### config.mk
export PLATFORM = sky130hd
export DESIGN_NAME = uart_ctrl
export DESIGN_NICKNAME = d
export VERILOG_FILES = /design/src/rtl/uart_ctrl.sv
export SDC_FILE = /design/constraint.sdc
export NUM_CORES = 1
export LEC_CHECK = 0
export BUFFER_PORTS_ARGS = -buffer_cell sky130_fd_sc_hd__clkbuf_2
export CORE_MARGIN = 2
export CORE_UTILIZATION = 46
export DETAILED_ROUTE_END_ITERATION = 7
export GPL_ROUTABILITY_DRIVEN = 0
export HOLD_SLACK_MARGIN = 0.12
export PLACE_DENSITY_LB_ADDON = 0.1
export REMOVE_ABC_BUFFERS = 1
export SETUP_SLACK_MARGIN = 0.2
export SLEW_MARGIN = 20
export SYNTH_ARGS = -nofsm -noshare
export SYNTH_HDL_FRONTEND = slang
export SYNTH_SLANG_ARGS = --single-unit
### constraint.sdc
create_clock -name clk -period 1.9 [get_ports clk]
set_clock_uncertainty 0.15 [all_clocks]
set_input_delay 0.38 -clock clk [delete_from_list [all_inputs] [get_ports clk]]
set_output_delay 0.38 -clock clk [all_outputs]
set_load 0.03 [all_outputs]
### src/rtl/uart_ctrl.sv
// Byte-wide strobe controller for the external UART sharing the RAM1 data bus.
// Status pins are double-flopped; strobes and bus enable decode from state.
module uart_ctrl #(
    parameter int RD_PULSE   = 2,
    parameter int WR_PULSE   = 2,
    parameter int SYNC_GUARD = 2
) (
    input  logic       clk,
    input  logic       rst,
    input  logic       req,
    input  logic       we,
    input  logic [7:0] wdata,
    output logic [7:0] rdata,
    output logic       ack,
    output logic       busy,
    output logic       tx_ready,
    output logic       rx_ready,
    input  logic [7:0] uart_din,
    output logic [7:0] uart_dout,
    output logic       uart_doe,
    output logic       rdn,
    output logic       wrn,
    input  logic       data_ready,
    input  logic       tbre,
    input  logic       tsre
);

    typedef enum logic [3:0] {
        IDLE,
        RD_WAIT,
        RD_LOW,
        RD_REC,
        WR_SETUP,
        WR_LOW,
        WR_HOLD,
        WR_TBRE,
        WR_TSRE,
        DONE
    } state_t;

    state_t     r_state;
    state_t     w_next;
    logic [7:0] r_cnt;
    logic [7:0] r_rdata;
    logic [7:0] r_dout;
    logic       r_dr_m;
    logic       r_dr_s;
    logic       r_tbre_m;
    logic       r_tbre_s;
    logic       r_tsre_m;
    logic       r_tsre_s;
    logic       w_rd_last;
    logic       w_wr_last;
    logic       w_rec_last;
    logic       w_guard_ok;

    always_ff @(posedge clk or negedge rst) begin
        if (!rst) begin
            r_dr_m   <= 1'b0;
            r_dr_s   <= 1'b0;
            r_tbre_m <= 1'b0;
            r_tbre_s <= 1'b0;
            r_tsre_m <= 1'b0;
            r_tsre_s <= 1'b0;
        end else begin
            r_dr_m   <= data_ready;
            r_dr_s   <= r_dr_m;
            r_tbre_m <= tbre;
            r_tbre_s <= r_tbre_m;
            r_tsre_m <= tsre;
            r_tsre_s <= r_tsre_m;
        end
    end

    // r_cnt counts cycles spent in the current state, saturating
    assign w_rd_last  = (r_cnt == 8'(RD_PULSE - 1));
    assign w_wr_last  = (r_cnt == 8'(WR_PULSE - 1));
    assign w_rec_last = (r_cnt == 8'(SYNC_GUARD - 1));
    assign w_guard_ok = (r_cnt >= 8'(SYNC_GUARD - 1));

    always_comb begin
        w_next = r_state;
        unique case (r_state)
            IDLE: begin
                if (req) begin
                    w_next = we ? WR_SETUP : RD_WAIT;
                end
            end
            RD_WAIT:  if (r_dr_s) w_next = RD_LOW;
            RD_LOW:   if (w_rd_last) w_next = RD_REC;
            RD_REC:   if (w_rec_last) w_next = DONE;
            WR_SETUP: w_next = WR_LOW;
            WR_LOW:   if (w_wr_last) w_next = WR_HOLD;
            WR_HOLD:  w_next = WR_TBRE;
            WR_TBRE:  if (w_guard_ok && r_tbre_s) w_next = WR_TSRE;
            WR_TSRE:  if (r_tsre_s) w_next = DONE;
            DONE:     w_next = IDLE;
            default:  w_next = IDLE;
        endcase
    end

    always_ff @(posedge clk or negedge rst) begin
        if (!rst) begin
            r_state <= IDLE;
            r_cnt   <= 8'd0;
            r_rdata <= 8'd0;
            r_dout  <= 8'd0;
        end else begin
            r_state <= w_next;
            if (w_next != r_state) begin
                r_cnt <= 8'd0;
            end else if (r_cnt != 8'hFF) begin
                r_cnt <= r_cnt + 8'd1;
            end
            if (r_state == RD_LOW && w_rd_last) begin
                r_rdata <= uart_din;
            end
            if (r_state == IDLE && req && we) begin
                r_dout <= wdata;
            end
        end
    end

    assign rdata     = r_rdata;
    assign uart_dout = r_dout;
    assign rdn       = (r_state != RD_LOW);
    assign wrn       = (r_state != WR_LOW);
    assign uart_doe  = (r_state == WR_SETUP) ||
                       (r_state == WR_LOW)   ||
                       (r_state == WR_HOLD);
    assign ack       = (r_state == DONE);
    assign busy      = (r_state != IDLE);
    assign tx_ready  = r_tbre_s & r_tsre_s;
    assign rx_ready  = r_dr_s;

endmodule

==> metrics, run 1 <==
status=finished, violations left; failing checks=setup timing; Seq. cell area=851 um2; grt ovf=0; Initial Util=0.486; vias in the first global route=1618; Final Instance Area=2760 um2; minimum clock period=2.14 ns; CTS tree=built; share of post-route cells with drive strength above 1=0.549; GRT Max-Usage Layer=met2; nets=282; Seq cells post-synth=34; Layout fillers=190; worst rel slew slack=0.711; worst-path fanout max=8; initial antenna violation count=0; endpoint of the lowest-slack register-to-register path=r_cnt[7]; Post-DRT Antenna Nets=0; Worst Min Path Start=wdata[4]; vias per cell=5.33; Area contributors post-synth=dfrtp_1, mux2_2, nor2_1; drt wl/cell=17.1 um; Max-Cap Viols=0; first-pass iteration count of the detailed router=4; total wire length=5.18 mm; Hold Vio Cnt, Final=0; area of the multi-input gates=918 um2; worst min path class=in -> reg; slowest library cell on the worst path=dfrtp_1; Total Power=4.26 mW; RR Startpoint=r_state[1]; post-DP HPWL=2.84 mm; first-pass GRT wire length=7.42 mm; worst setup margin=-0.236 ns; Row Count=21; area grow syn2layout=69.0%; Worst Path Arrival=2.24 ns; Seq/Total Area, Yosys=0.520; die area=4050 um2; CORE AREA=3360 um2; clk slew on worst S/H paths=0.11 ns; Main synth FF type=dfrtp_1; Pwr Density=1540 nW/um2; clock root cell=clkbuf_4; Worst-Skew Late Latency=0.33 ns; post-synth top area share=0.520; synth unique cells=39; Crit path largest cell delay=0.42 ns; synthesized area=1640 um2; Bufs and invs on worst path=1; IO buf count=45; unrepaired setup endpoints after global routing=yes; DRT iter0 DRCs=140; Largest delay share family, worst path=compound AO/OA/AOI/OAI gates; maximum VDD drop=0.959 mV; H-tree depth=2; Core Util, Final=0.822; largest net degree at the start of global routing=35; Clock Sinks=34; gr usage total=0.242; Startpoint Class=flip-flop; Syn Area/Cell=11.3 um2; met2 usage=0.441; # IOs=46; Worst setup EP type=flip-flop; Die Y=63.6 um; Worst Reg-to-Reg Cells=7; worst hold endpoint=uart_dout[4]; crit path kind=reg -> reg; reg-to-reg setup timing slack=-0.24 ns; FMAX=468 MHz; Worst Tran Pin Value=0.433 ns; TritonCTS buffer count=5; Die W=63.6 um; Synth area leader=dfrtp_1; crit-path cells=buf_6 > nor3b_1 > o21ai_0 > o221a_1 > a21o_1 > a211o_4 > nor3_2; crit share post-route=1.12; Hold Path Stages=2; Final Setup Violations=20; deepest clock path buffer count=2; placed inst area=2150 um2; FFs w/ async S/R, synth=1.00; met3 Use GR=0.0482; max-slew violations=0; Ant. Diodes=0; Post-synth EDFFs=0; DR vias=1615; Place WS=-0.231 ns; yosys warns=0; Worst Path Required=2.00 ns; DRC Markers=0; GRT met1 Usage=0.272; Mapped Cells=145; Lkg Pwr=1.32 nW
[cell type report]
cell class | instances | share of cell area
clock inverters | 2 | 0.00453
flip-flops and latches | 34 | 0.308
well taps | 46 | 0.0208
inverters | 4 | 0.00543
clock buffers | 6 | 0.0186
multi-input cells | 103 | 0.332
repair buffers | 108 | 0.311
[cells by family (layout without fill, tap and decap cells)]
kind of cell,after synthesis,in the layout,synth area share
buffers and inverters,8,120,0.0184
adder cells (fa/ha/maj),3,3,0.0230
AO/OA/AOI/OAI,22,22,0.0987
AND/OR/NAND/NOR,58,58,0.207
XOR/XNOR,2,2,0.0107
flip-flops,34,34,0.520
multiplexers,18,18,0.122
[layout by cell type (no fill, tap or decap), drive strengths merged, types with 4 or more instances in the layout]
cell type    instances
buf                 51
clkbuf              48
dfrtp               34
mux2                16
dlygate4sd3         15
nor2                15
nand2                9
nand3                8
nand2b               6
o21ai                6
inv                  4
nor3                 4
and3                 4
[state kept, by name, indices dropped and copies added, names as in the netlist]
name and cells:
r_cnt 8, r_state 4, uart_dout 8, rx_ready 1, r_dr_m 1, r_tbre_s 1, r_tsre_m 1, rdata 8
r_tbre_m 1, r_tsre_s 1
[power by group]
group,internal [mW],switching (mW),total (mW)
registers,0.962,0.154,1.12
clock network,0.178,0.247,0.425
logic,1.26,1.46,2.72
total,2.40,1.86,4.26
[layer usage]
layer  up-vias  wire, um
met3        11       210
met4         0       120
li1        741         -
met2        66      2770
met1       797      2080
met5         -         0
[Yosys cell counts, types with 2 or more instances]
cell type   n
nand3_1     8
nor2b_1     2
inv_1       4
nor3_1      2
a31oi_1     2
clkbuf_1    4
mux2_2     16
and3_1      4
nand2_1     9
o21ai_0     6
a21o_1      2
a21oi_1     3
dfrtp_1    34
nor3_2      2
ha_1        3
nor2_1     14
nand2b_1    5
mux2i_1     2
nor3b_1     3
[metrics by stage]
step / TNS, ns / std cells / hold WS, ns
finish: -2.64 / 303 / 0.140
global route: -4.05 / 303 / 0.121
CTS: -1.64 / 291 / 0.121
detailed placement: -2.09 / 263 / 0.185
global placement: -1.23 / 263 / 0.184
floorplan: -4.00 / 141 / -0.0656
[timing repair]
action,4_1_cts,5_1_grt
gates resized for setup,43,29
gates cloned,3,0
setup endpoints to repair,34,34
pin swaps,14,12
setup buffers,6,8
hold endpoints to repair,44,4
hold buffers,11,4
[worst max path at each step]
stage	from	endpoint	slack, ns	depth (start not counted)
floorplan	r_state[3]	r_cnt[4]	-0.40	6
global placement	r_state[3]	r_cnt[4]	-0.19	6
detailed placement	r_state[3]	r_cnt[4]	-0.23	6
CTS	r_cnt[5]	r_cnt[4]	-0.19	7
global route	r_state[1]	r_cnt[7]	-0.34	7
finish	r_state[1]	r_cnt[7]	-0.24	7
Power figures use the tool's default switching activity.
==> run 2: changes to the inputs <==
--- a/config.mk
+++ b/config.mk
@@ -5,7 +5,7 @@
 export SDC_FILE = /design/constraint.sdc
 export NUM_CORES = 1
 export LEC_CHECK = 0
-export BUFFER_PORTS_ARGS = -buffer_cell sky130_fd_sc_hd__clkbuf_2
+export BUFFER_PORTS_ARGS = -buffer_cell sky130_fd_sc_hd__buf_2
 export CORE_MARGIN = 2
 export CORE_UTILIZATION = 46
 export DETAILED_ROUTE_END_ITERATION = 7
==> run 2 against run 1 <==
Net effect: the run still ends with setup timing left; die area is the same; count of clock-buffer cells in the layout is the same; first-iteration DRC count shrank 36%; combinational power shrank 4%; cell count shrank 0.33%.
==> metrics, run 2 (synthesis gave the netlist of run 1 again) <==
Lkg Pwr=1.31 nW (-1.1%); Post-DRT Antenna Nets=0 (unchanged); worst setup margin=-0.277 ns (-0.0406 ns); grt ovf=0 (unchanged); initial antenna violation count=0 (unchanged); H-tree depth=2 (unchanged); Worst setup EP type=flip-flop; IO buf count=45 (unchanged); worst-path fanout max=8 (unchanged); Final Setup Violations=29 (+45%); CTS tree=built; Post-Place Cells=262 (-0.38%); most common cell after layout, fill and taps aside=buf_2; Crit path largest cell delay=0.42 ns (about the same); nets=282 (unchanged); first-pass iteration count of the detailed router=4 (unchanged); DR vias=1633 (+1.1%); Seq. cell area=851 um2 (unchanged); unrepaired setup endpoints after global routing=yes; minimum clock period=2.18 ns (+0.0406 ns); vias per cell=5.41 (+1.4%); Worst Path Arrival=2.27 ns (+0.03 ns); deepest clock path buffer count=2 (unchanged); gr usage total=0.220 (-0.0226); Gate power share=0.613 (-0.026); total wire length=4.91 mm (-5.2%); first-pass GRT wire length=6.84 mm (-7.9%); DRC Markers=0 (unchanged); Bufs and invs on worst path=0 (-1); area grow syn2layout=67.1%; worst min path class=in -> reg; clock root cell=clkbuf_4; Max-Cap Viols=0 (unchanged); Pwr Density=1550 nW/um2 (+0.58%); commonest non-fill, non-tap cells in the layout=buf_2, buf_4, dfrtp_1; Switch Pwr=1.78 mW (-4.7%); area of the multi-input gates=907 um2 (-1.2%); die area=4050 um2 (unchanged); status=finished, violations left; worst rel slew slack=0.702 (-0.00901); Hold Vio Cnt, Final=0 (unchanged); Core Util, Final=0.813 (-0.00930); drt wl/cell=16.3 um (-4.9%); Switching Share=0.419 (-0.0182); failing checks=setup timing; crit path kind=reg -> reg; cell-internal power=2.47 mW (+2.7%); Initial Util=0.486 (unchanged); max-slew violations=0 (unchanged); Startpoint Class=flip-flop; FMAX=459 MHz (-1.9%); Ant. Diodes=0 (unchanged); largest net degree at the start of global routing=35 (unchanged); Place WS=-0.230 ns (+0.00103 ns); CORE AREA=3360 um2 (unchanged); Row Count=21 (unchanged); Worst-Skew Late Latency=0.33 ns (about the same); Clk pwr share=0.127 (+0.027); vias in the first global route=1506 (-6.9%); Layout fillers=201 (+5.8%); maximum VDD drop=0.843 mV (-12%); Non-Filler Instances=302 (-0.33%); Largest delay share family, worst path=compound AO/OA/AOI/OAI gates; share of post-route cells with drive strength above 1=0.531 (-0.0174); Clock Sinks=34 (unchanged); Sequential Power Share=0.260 (-0.002); Worst Tran Pin Value=0.446 ns (+0.0135 ns); TritonCTS buffer count=5 (unchanged); slowest library cell on the worst path=dfrtp_1; Die Y=63.6 um (unchanged); DRT iter0 DRCs=90 (-36%); Worst Path Required=2.00 ns (about the same); Die W=63.6 um (unchanged); # IOs=46 (unchanged); crit share post-route=1.15 (+0.0214); clk slew on worst S/H paths=0.11 ns (about the same); crit-path cells=nand2b_4 > or3b_4 > o221a_1 > a21o_1 > a211o_4 > nor3_2; post-DP HPWL=2.79 mm (-1.8%)
-- run 2: final cells by class --
| type | count | share of cell area |
|---|---|---|
| Tap cell | 46 | 0.0211 |
| Clock inverter | 1 | 0.0110 |
| Sequential cell | 34 | 0.311 |
| Inverter | 4 | 0.00549 |
| Timing Repair Buffer | 108 | 0.300 |
| Clock buffer | 6 | 0.0188 |
| Multi-Input combinational cell | 103 | 0.332 |
-- run 2: final timing paths --
kind	start	to	slack, ns	cells past startpoint
setup / recovery	r_state[3]	r_cnt[4]	-0.28	6
hold / removal	wdata[6]	uart_dout[6]	0.14	2
setup reg to reg	r_state[3]	r_cnt[4]	-0.28	6
hold reg to reg	r_dr_m	rx_ready	0.21	0
max in group asynchronous	rst	r_cnt[0]	0.82	3
min in group asynchronous	rst	rdata[5]	0.45	3
-- run 2: power by group through the flow --
stage | combinational (mW) | clock [mW] | sequential, mW
4_1_cts | 2.21 | 0.549 | 1.08
3_3_place_gp | 1.87 | 0 | 1.08
2_1_floorplan | 0.819 | 0 | 1.51
5_1_grt | 2.74 | 0.586 | 1.13
6_report | 2.60 | 0.541 | 1.10
3_5_place_dp | 1.92 | 0 | 1.09
-- run 2: routing by layer --
metal | GRT usage | up-vias | share of wire
met3 | 0.0536 | 23 | 0.042
met1 | 0.250 | 796 | 0.38
met2 | 0.401 | 72 | 0.54
met4 | 0.0679 | 0 | 0.034
met5 | 0 | - | 0
li1 | - | 742 | -
-- run 2: through the flow --
| step | hold WS, ns | power (mW) | cell area, um2 | TNS (ns) |
|---|---|---|---|---|
| floorplan | -0.0656 | 2.33 | 1620 | -4.00 |
| global placement | 0.184 | 2.95 | 2140 | -1.12 |
| CTS | 0.120 | 3.83 | 2460 | -1.58 |
| finish | 0.137 | 4.24 | 2730 | -3.47 |
| global route | 0.117 | 4.45 | 2730 | -5.36 |
| detailed placement | 0.185 | 3.01 | 2140 | -1.63 |
-- run 2: timing repair --
item / CTS / global route
resized for setup: 31 / 29
hold buffers: 7 / 11
gates cloned: 2 / 1
buffers inserted: 5 / 7
endpoints found under the hold margin: 40 / 11
endpoints found under the setup margin: 31 / 34
pin swaps: 11 / 8
-- run 2: worst register-to-register path: stages, from the launching register on --
cell and delay [ns]:
dfrtp_1 0.42, nand2b_4 0.16, or3b_4 0.37, o221a_1 0.27, a21o_1 0.18, a211o_4 0.38
nor3_2 0.16
